<file path="config.mk">
export PLATFORM = sky130hd
export DESIGN_NAME = hp_keypad_scanner_flat
export DESIGN_NICKNAME = d
export VERILOG_FILES = /design/src/rtl/hp_keypad_if.sv /design/src/rtl/hp_keypad_scanner.sv /design/src/flat_wrapper.sv
export SDC_FILE = /design/constraint.sdc
export NUM_CORES = 1
export LEC_CHECK = 0
export BUFFER_PORTS_ARGS = -buffer_cell sky130_fd_sc_hd__buf_4
export CAP_MARGIN = 20
export CELL_PAD_IN_SITES_DETAIL_PLACEMENT = 0
export CELL_PAD_IN_SITES_GLOBAL_PLACEMENT = 1
export CORE_MARGIN = 1
export CORE_UTILIZATION = 45
export DETAILED_ROUTE_END_ITERATION = 16
export GPL_TIMING_DRIVEN = 0
export HOLD_SLACK_MARGIN = 0.03
export PLACE_DENSITY_LB_ADDON = 0.1
export SLEW_MARGIN = 30
export SYNTH_ARGS = -nofsm -noshare
export SYNTH_HDL_FRONTEND = slang
export SYNTH_SLANG_ARGS = --single-unit
</file>
<file path="constraint.sdc">
create_clock -name clk_in -period 8 [get_ports clk_in]
set_clock_uncertainty 0.1 [all_clocks]
set_input_delay 0.4 -clock clk_in [delete_from_list [all_inputs] [get_ports clk_in]]
set_output_delay 0.4 -clock clk_in [all_outputs]
set_load 0.005 [all_outputs]
</file>
<file path="src/rtl/hp_keypad_if.sv">
// Key-matrix / core-side signal bundle for hp_keypad_scanner.
// KEY_SIM_INJECT_EN adds the simulator key-injection pair.
interface hp_keypad_if #(
    parameter int unsigned ROWS = 8,
    parameter int unsigned COLS = 5
);
    logic [COLS-1:0] col_drive_n_o;
    logic [ROWS-1:0] row_sense_n_in;
    logic            key_ack_in;
    logic            key_pending_o;
    logic [7:0]      keycode_o;
    logic            key_down_o;
`ifdef KEY_SIM_INJECT_EN
    logic            simkey_activate_key_pending_in;
    logic [7:0]      simkey_keycode_in;

    modport master (
        output col_drive_n_o, key_pending_o, keycode_o, key_down_o,
        input  row_sense_n_in, key_ack_in,
        input  simkey_activate_key_pending_in, simkey_keycode_in
    );
    modport slave (
        input  col_drive_n_o, key_pending_o, keycode_o, key_down_o,
        output row_sense_n_in, key_ack_in,
        output simkey_activate_key_pending_in, simkey_keycode_in
    );
`else
    modport master (
        output col_drive_n_o, key_pending_o, keycode_o, key_down_o,
        input  row_sense_n_in, key_ack_in
    );
    modport slave (
        input  col_drive_n_o, key_pending_o, keycode_o, key_down_o,
        output row_sense_n_in, key_ack_in
    );
`endif
endinterface

</file>
<file path="src/rtl/hp_keypad_scanner.sv">
// Scans and debounces a ROWS x COLS key matrix, reporting each press once as keycode/pending.
// Optional KEY_SIM_INJECT_EN adds a simulator injection path that overrides the matrix.
module hp_keypad_scanner #(
    parameter int unsigned ROWS           = 8,
    parameter int unsigned COLS           = 5,
    parameter int unsigned SCAN_DIV       = 2080,
    parameter int unsigned DEBOUNCE_SCANS = 3
) (
    input logic        clk_in,
    input logic        rst_n_in,
    hp_keypad_if.master bus
);
    localparam int unsigned DIV_W = $clog2(SCAN_DIV);
    localparam int unsigned CNT_W = $clog2(DEBOUNCE_SCANS + 1);

    typedef enum logic [1:0] {SCAN, DEBOUNCE, HELD} state_e;

    state_e           state_q, state_d;
    logic [ROWS-1:0]  row_meta_q, row_sync_q;
    logic [DIV_W-1:0] div_q, div_d;
    logic [3:0]       col_q, col_d;
    logic [COLS-1:0]  drive_q, drive_d;
    logic             acc_hit_q, acc_hit_d;
    logic [7:0]       acc_code_q, acc_code_d;
    logic [7:0]       key_q, key_d;
    logic [CNT_W-1:0] cnt_q, cnt_d;
    logic             pending_q, pending_d;
    logic [7:0]       keycode_q, keycode_d;
    logic             down_q, down_d;
`ifdef KEY_SIM_INJECT_EN
    logic             sim_act_q;
`endif

    logic       sample_c, scan_done_c, row_hit_c, scan_hit_c, accept_c;
    logic [3:0] row_idx_c;
    logic [7:0] scan_code_c;

    // Lowest closed row in the currently driven column.
    always_comb begin
        row_hit_c = 1'b0;
        row_idx_c = '0;
        for (int r = int'(ROWS) - 1; r >= 0; r--) begin
            if (!row_sync_q[r]) begin
                row_hit_c = 1'b1;
                row_idx_c = 4'(r);
            end
        end
    end

    always_comb begin
        sample_c    = (div_q == DIV_W'(SCAN_DIV - 1));
        scan_done_c = sample_c && (col_q == 4'(COLS - 1));
        // Earlier columns take priority over the column sampled now.
        scan_hit_c  = acc_hit_q || (sample_c && row_hit_c);
        scan_code_c = acc_hit_q ? acc_code_q : {row_idx_c, col_q};

        div_d      = div_q + 1'b1;
        col_d      = col_q;
        drive_d    = drive_q;
        acc_hit_d  = acc_hit_q;
        acc_code_d = acc_code_q;
        if (sample_c) begin
            div_d   = '0;
            col_d   = scan_done_c ? 4'd0 : col_q + 4'd1;
            drive_d = ~(COLS'(1) << col_d);
            if (scan_done_c) begin
                acc_hit_d  = 1'b0;
                acc_code_d = '0;
            end else if (!acc_hit_q && row_hit_c) begin
                acc_hit_d  = 1'b1;
                acc_code_d = {row_idx_c, col_q};
            end
        end

        state_d  = state_q;
        key_d    = key_q;
        cnt_d    = cnt_q;
        down_d   = down_q;
        accept_c = 1'b0;
        if (scan_done_c) begin
            unique case (state_q)
                SCAN: begin
                    if (scan_hit_c) begin
                        key_d = scan_code_c;
                        if (DEBOUNCE_SCANS <= 1) begin
                            accept_c = 1'b1;
                            state_d  = HELD;
                            cnt_d    = '0;
                        end else begin
                            cnt_d   = CNT_W'(1);
                            state_d = DEBOUNCE;
                        end
                    end
                end
                DEBOUNCE: begin
                    if (scan_hit_c && scan_code_c == key_q) begin
                        if (cnt_q == CNT_W'(DEBOUNCE_SCANS - 1)) begin
                            accept_c = 1'b1;
                            state_d  = HELD;
                            cnt_d    = '0;
                        end else begin
                            cnt_d = cnt_q + 1'b1;
                        end
                    end else begin
                        state_d = SCAN;
                        cnt_d   = '0;
                    end
                end
                HELD: begin
                    if (scan_hit_c) begin
                        cnt_d = '0;
                    end else if (cnt_q == CNT_W'(DEBOUNCE_SCANS - 1)) begin
                        down_d  = 1'b0;
                        state_d = SCAN;
                        cnt_d   = '0;
                    end else begin
                        cnt_d = cnt_q + 1'b1;
                    end
                end
                default: begin
                    state_d = SCAN;
                    cnt_d   = '0;
                end
            endcase
        end
        if (accept_c) down_d = 1'b1;

        // Accept overrides a same-edge ack; injection overrides both.
        pending_d = pending_q;
        keycode_d = keycode_q;
        if (bus.key_ack_in) pending_d = 1'b0;
        if (accept_c) begin
            pending_d = 1'b1;
            keycode_d = scan_code_c;
        end
`ifdef KEY_SIM_INJECT_EN
        if (bus.simkey_activate_key_pending_in && !sim_act_q) begin
            pending_d = 1'b1;
            keycode_d = bus.simkey_keycode_in;
        end
`endif
    end

    always_ff @(posedge clk_in) begin
        if (!rst_n_in) begin
            state_q    <= SCAN;
            row_meta_q <= '1;
            row_sync_q <= '1;
            div_q      <= '0;
            col_q      <= '0;
            drive_q    <= ~COLS'(1);
            acc_hit_q  <= 1'b0;
            acc_code_q <= '0;
            key_q      <= '0;
            cnt_q      <= '0;
            pending_q  <= 1'b0;
            keycode_q  <= '0;
            down_q     <= 1'b0;
`ifdef KEY_SIM_INJECT_EN
            sim_act_q  <= 1'b0;
`endif
        end else begin
            state_q    <= state_d;
            row_meta_q <= bus.row_sense_n_in;
            row_sync_q <= row_meta_q;
            div_q      <= div_d;
            col_q      <= col_d;
            drive_q    <= drive_d;
            acc_hit_q  <= acc_hit_d;
            acc_code_q <= acc_code_d;
            key_q      <= key_d;
            cnt_q      <= cnt_d;
            pending_q  <= pending_d;
            keycode_q  <= keycode_d;
            down_q     <= down_d;
`ifdef KEY_SIM_INJECT_EN
            sim_act_q  <= bus.simkey_activate_key_pending_in;
`endif
        end
    end

    assign bus.col_drive_n_o = drive_q;
    assign bus.key_pending_o = pending_q;
    assign bus.keycode_o     = keycode_q;
    assign bus.key_down_o    = down_q;
endmodule

</file>
<file path="src/flat_wrapper.sv">
// flat-port wrapper written by rule: the top's interface ports become plain ports
module hp_keypad_scanner_flat 
#(
    parameter int unsigned ROWS           = 8,
    parameter int unsigned COLS           = 5,
    parameter int unsigned SCAN_DIV       = 2080,
    parameter int unsigned DEBOUNCE_SCANS = 3
)
  (clk_in, rst_n_in, bus_col_drive_n_o, bus_key_pending_o, bus_keycode_o, bus_key_down_o, bus_row_sense_n_in, bus_key_ack_in);
  hp_keypad_if #(.ROWS(ROWS), .COLS(COLS)) bus_i ();
  input logic clk_in;
  input logic rst_n_in;
  output wire logic [$bits(bus_i.col_drive_n_o)-1:0] bus_col_drive_n_o;
  output wire logic [$bits(bus_i.key_pending_o)-1:0] bus_key_pending_o;
  output wire logic [$bits(bus_i.keycode_o)-1:0] bus_keycode_o;
  output wire logic [$bits(bus_i.key_down_o)-1:0] bus_key_down_o;
  input wire logic [$bits(bus_i.row_sense_n_in)-1:0] bus_row_sense_n_in;
  input wire logic [$bits(bus_i.key_ack_in)-1:0] bus_key_ack_in;
  assign bus_col_drive_n_o = bus_i.col_drive_n_o;
  assign bus_key_pending_o = bus_i.key_pending_o;
  assign bus_keycode_o = bus_i.keycode_o;
  assign bus_key_down_o = bus_i.key_down_o;
  assign bus_i.row_sense_n_in = bus_row_sense_n_in;
  assign bus_i.key_ack_in = bus_key_ack_in;
  hp_keypad_scanner #(.ROWS(ROWS), .COLS(COLS), .SCAN_DIV(SCAN_DIV), .DEBOUNCE_SCANS(DEBOUNCE_SCANS)) u_core (.clk_in(clk_in), .rst_n_in(rst_n_in), .bus(bus_i));
endmodule
</file>
Yosys cells after proc, flatten, opt, wreduce, memory -nomap -nowiden
Index checks and enable logic that the tools add are counted.

Register bits after elaboration: 68. Output and inout port bits: 15. Logic and storage cells: 91.

$add $sub $neg: 3. Equality and inequality tests: 11. Shifts and indexed selects: 1. Mux-type cells: 43. Bitwise gates (word level): 2. Reductions and logical operators: 18.

Operator list (count): $mux 3 (8); $mux 8 (3); $mux 1 (21); $mux 2 (8); $add 12x1->12 const B (1); $eq 12x12->1 const B (1); $pmux 2 s3 (2); $reduce_bool 2->1 (5); $eq 8x8->1 (1); $not 5->5 (1); $reduce_and 5->1 (1); $shl 1x4->5 const A (1); $add 4x1->4 const B (1); $eq 2x2->1 const B (2); $eq 4x3->1 const B (1); $logic_and 1x1->1 (4); $mux 4 (1); $ne 2x1->1 const B (2); $ne 2x2->1 const B (2); $reduce_and 2->1 (2); $reduce_and 4->1 (1); $ne 3x3->1 const B (1); $reduce_and 3->1 (1); $add 2x1->2 const B (1); other kinds (6) (6).

Longest topological paths before layout
Depth in word-level cells: 16. Mapped depth: 11. Mapped depth without buffers: 8.

Worst setup path before layout
No wires, ideal clock.

Kind: register to register. From: register u_core.div_q[5]. To: register u_core.keycode_q[0] (netlist: u_core.bus.keycode_o[0]). Library setup time: 0.119 ns. Arrival: 2.568 ns. Data required time: 7.781 ns. Slack: 5.214 ns. Cell stages (with the launch flop): 8. Period minus slack after synthesis: 2.786 ns. Path through: dfxtp_1 -> or4b_4 -> or3_1 -> buf_6 -> o41a_1 -> or4_1 -> buf_6 -> mux2i_1.

Word-level cells in the longest chain between the ends: 7. Elaborated cells between the ends (all ways): 8. Those cells by class: eq/ne: 1; mux: 3; reduce/logical: 4.

Ends and longest elaborated chain: start, declared (RTL line hp_keypad_scanner.sv:20) `logic [DIV_W-1:0] div_q, div_d;`; start signal, assigned (RTL line hp_keypad_scanner.sv:166) `div_q <= div_d;`; $eq 12x12->1 (*) (RTL line hp_keypad_scanner.sv:51) `sample_c = (div_q == DIV_W'(SCAN_DIV - 1));`; $logic_and 1x1->1 (RTL line hp_keypad_scanner.sv:54) `scan_hit_c = acc_hit_q || (sample_c && row_hit_c);`; $logic_or 1x1->1 (RTL line hp_keypad_scanner.sv:54); $logic_and 1x1->1 (RTL line hp_keypad_scanner.sv:96) `if (scan_hit_c && scan_code_c == key_q) begin`; $mux 1 (RTL line hp_keypad_scanner.sv:96); $mux 1 (RTL line hp_keypad_scanner.sv:81) `unique case (state_q)`; $mux 1 (*) (RTL line hp_keypad_scanner.sv:80) `if (scan_done_c) begin`; end signal, assigned (RTL line hp_keypad_scanner.sv:174) `keycode_q <= keycode_d;`; end, declared (RTL line hp_keypad_scanner.sv:28) `logic [7:0] keycode_q, keycode_d;`.

Mark *: on every way between the ends. The rest lies on a longest branch, timed or not. A chain may end at the register's enable or synchronous reset.

Worst setup path after layout
From: register u_core.div_q[5]. To: register u_core.keycode_q[3] (netlist: u_core.bus.keycode_o[3]).

The elaborated chain is that of the path after synthesis.

==> metrics.md <==
| Metric | Value |
|---|---|
| Outcome | completed |
| Clk slew on worst S/H paths | 0.08 ns |
| Initial core utilization | 46.7% |
| Max clock buf depth | 2 |
| Met1 GRT Util | 26.4% |
| Crit path top cell by count | buf_6 |
| GR peak layer | met2 |
| Routed wire length per instance | 13.7 um |
| CP Launch Type | register |
| Post-Route WL | 6270 um |
| CP cell instances | or4b_4 > or3_1 > buf_6 > o41a_1 > or4_1 > buf_6 > mux2i_1 |
| CTS Sinks | 65 |
| CP max FO | 10 |
| Max VDD drop | 0.132 mV |
| Placed Area | 3250 um^2 |
| Drt pass-1 iters | 4 |
| GP Congestion | 0.770 |
| Final core utilization | 54.4% |
| IO Pins | 26 |
| FF+latch count, synth | 65 |
| Setup CP Type | register to register |
| Met3 Use GR | 3.58% |
| Syn Area/Cell | 8.74 um^2 |
| Inst Count DP | 441 |
| Vias/cell | 5.32 |
| Final min period | 2.93 ns |
| Predominant post-synthesis flop cell | dfxtp_1 |
| Root Driver | clkbuf_8 |
| Vias | 2429 |
| Mapped Cells | 341 |
| NumNets Final | 391 |
| Synth Warn # | 0 |
| Setup bufs post-CTS | 0 |
| Commonest non-fill, non-tap cell in the layout | dfxtp_1 |
| Maximum clock frequency | 341 MHz |
| Final hold viol count | 0 |
| Initial antenna violation count | 0 |
| Hold_buf cts | 0 |
| Core ar. | 6390 um^2 |
| HPWL Detailed | 4430 um |
| Crit path setup slack, layout | 5.07 ns |
| Worst setup EP type | register |
| Pwr Total | 0.671 mW |
| CTS tree | yes |
| WP data arrival | 3.07 ns |
| Final Max Slew Viols | 0 |
| Crit-path slowest cell | or4b_4 |
| Place WS | 4.81 ns |
| Die height | 83.4 um |
| Pwr Density | 193 nW/um^2 |
| Fraction of registers with async set/reset | 0% |
| CTS resizes | 0 |
| I/O Buffers | 23 |
| Max stage delay on crit path | 0.55 ns |
| Largest net degree at the start of global routing | 13 |
| Rows | 29 |
| Mapped cell area | 2980 um^2 |
| Post-DRT Antenna Nets | 0 |
| Met2 track demand over resource | 27.2% |
| Post-synth EDFFs | 0 |
| LEAKAGE | 1.32 nW |
| Global-route wire length before repair | 10200 um |
| H-tree levels | 3 |
| CTS Buf Count | 9 |
| Final instance area | 3470 um^2 |
| Clock Latency Late Sink | 0.35 ns |
| Required @ worst endpoint | 8.14 ns |
| Final setup viols | 0 |
| Post-Route Setup TNS | 0 ns |
| Initial DRC Count | 105 |
| Total Routing Usage GR | 18.8% |
| Die Width | 83.4 um |
| Area grow syn2layout | 16.6% |
| WHS | 0.122 ns |
| Drt drc | 0 |
| Number of global-route vias before repair | 2121 |
| Post-synthesis cell type count | 53 |
| ANT cells | 0 |
| Post-Layout Cell Count | 457 |
| Final period utilization | 36.7% |
| Die area | 6950 um^2 |
| Hold Crit Class | input pin to register |
| Share of the yosys chip area belonging to registers | 43.7% |
| Slew @ Worst Pin | 0.717 ns |
| Most frequent cells in the layout | dfxtp_1 (65), nand2_1 (33), nand2b_1 (26) |
| Relative slew slack | 51.4% |
| Layout cells sized above 1 | 13.2% |
| Max Cap Viol | 0 |
| Grt total ovfl | 0 |
| Post-Syn Nets | 357 |
| RSZ-0062 raised after global routing | false |
-- cell type report --
class                   count  area [um^2]
multi-input cells         247         1560
well taps                  77         96.3
plain buffers              21         97.6
inverters                   8         30.0
flip-flops and latches     65         1300
clock inverters             7         95.1
repair buffers             23          173
clock buffers               9          124
fillers                   610         2910
-- final timing paths --
kind	to	slack, ns	cells after the start	startpoint
max	u_core.bus.keycode_o[3]$_SDFFE_PN0P_	5.07	7	u_core.div_q[5]$_SDFF_PP0_
min	u_core.row_meta_q[3]$_SDFF_PN1_	0.12	2	bus_row_sense_n_in[3]
max reg2reg	u_core.bus.keycode_o[3]$_SDFFE_PN0P_	5.07	7	u_core.div_q[5]$_SDFF_PP0_
min reg2reg	u_core.row_sync_q[1]$_SDFF_PN1_	0.31	1	u_core.row_meta_q[1]$_SDFF_PN1_
-- layer usage --
metal / wire length (um) / share of wire (%) / vias to the layer above
met5: 0 / 0 / -
met4: 91 / 1.5 / 0
met3: 291 / 4.6 / 7
met2: 2760 / 44 / 46
met1: 3130 / 50 / 1131
li1: - / - / 1245
-- logic make-up (layout without fill, tap and decap cells) --
group	count (synthesis)	in the layout	synth area share [%]
adders and majority gates	5	5	2.10
DFF	65	65	43.7
buffers and inverters	29	68	4.28
AOI/OAI and AO/OA	62	62	14.3
other	1	1	0.126
xor gates and xnor gates	18	18	5.29
and+or+nand+nor	149	149	26.2
muxes	12	12	4.03
-- flip-flops by register name, indices dropped and copies added (netlist names) --
signal and flops:
u_core.col_q 4, u_core.cnt_q 2, u_core.key_q 7, u_core.state_q 2, u_core.bus.key_pending_o 1, u_core.row_sync_q 8
u_core.bus.col_drive_n_o 5, u_core.div_q 12, u_core.acc_code_q 7, u_core.bus.keycode_o 7, u_core.acc_hit_q 1, u_core.row_meta_q 8
u_core.bus.key_down_o 1
-- cells in the mapped netlist, types with 2 or more instances --
master	instances	area share, %
a21boi_0	3	0.76
a21boi_1	2	0.50
a21oi_1	8	1.3
a22oi_1	3	0.76
a311oi_1	2	0.59
a31o_2	2	0.59
and2_1	4	0.84
and3_1	6	1.3
buf_6	2	0.76
clkbuf_1	18	2.3
dfxtp_1	65	44
ha_1	5	2.1
inv_1	8	1.0
mux2i_1	12	4.0
nand2_1	33	4.2
nand2b_1	26	5.5
nand3_1	19	3.2
nand3b_1	3	0.76
nand4_1	3	0.63
nor2_1	25	3.1
nor2b_1	9	1.9
nor3_1	8	1.3
nor3b_1	3	0.76
o2111ai_1	3	0.88
o21a_1	2	0.50
o21ai_0	21	3.5
o41a_1	3	1.1
or3_1	2	0.42
xnor2_1	8	2.4
xor2_1	10	2.9
-- worst max-delay path: cells and delay by family, from the launching register on --
kind	cells	cell delay, ns
simple gates	3	1.43
compound gates	1	0.50
flops	1	0.35
buf+inv	2	0.33
mux	1	0.11
-- where the power goes --
| part | total (mW) | internal (mW) | switching (mW) |
|---|---|---|---|
| clock | 0.309 | 0.175 | 0.134 |
| sequential | 0.331 | 0.328 | 0.00310 |
| combinational | 0.0303 | 0.0131 | 0.0172 |
| total | 0.671 | 0.517 | 0.154 |
(Power assumes the default switching activity.)
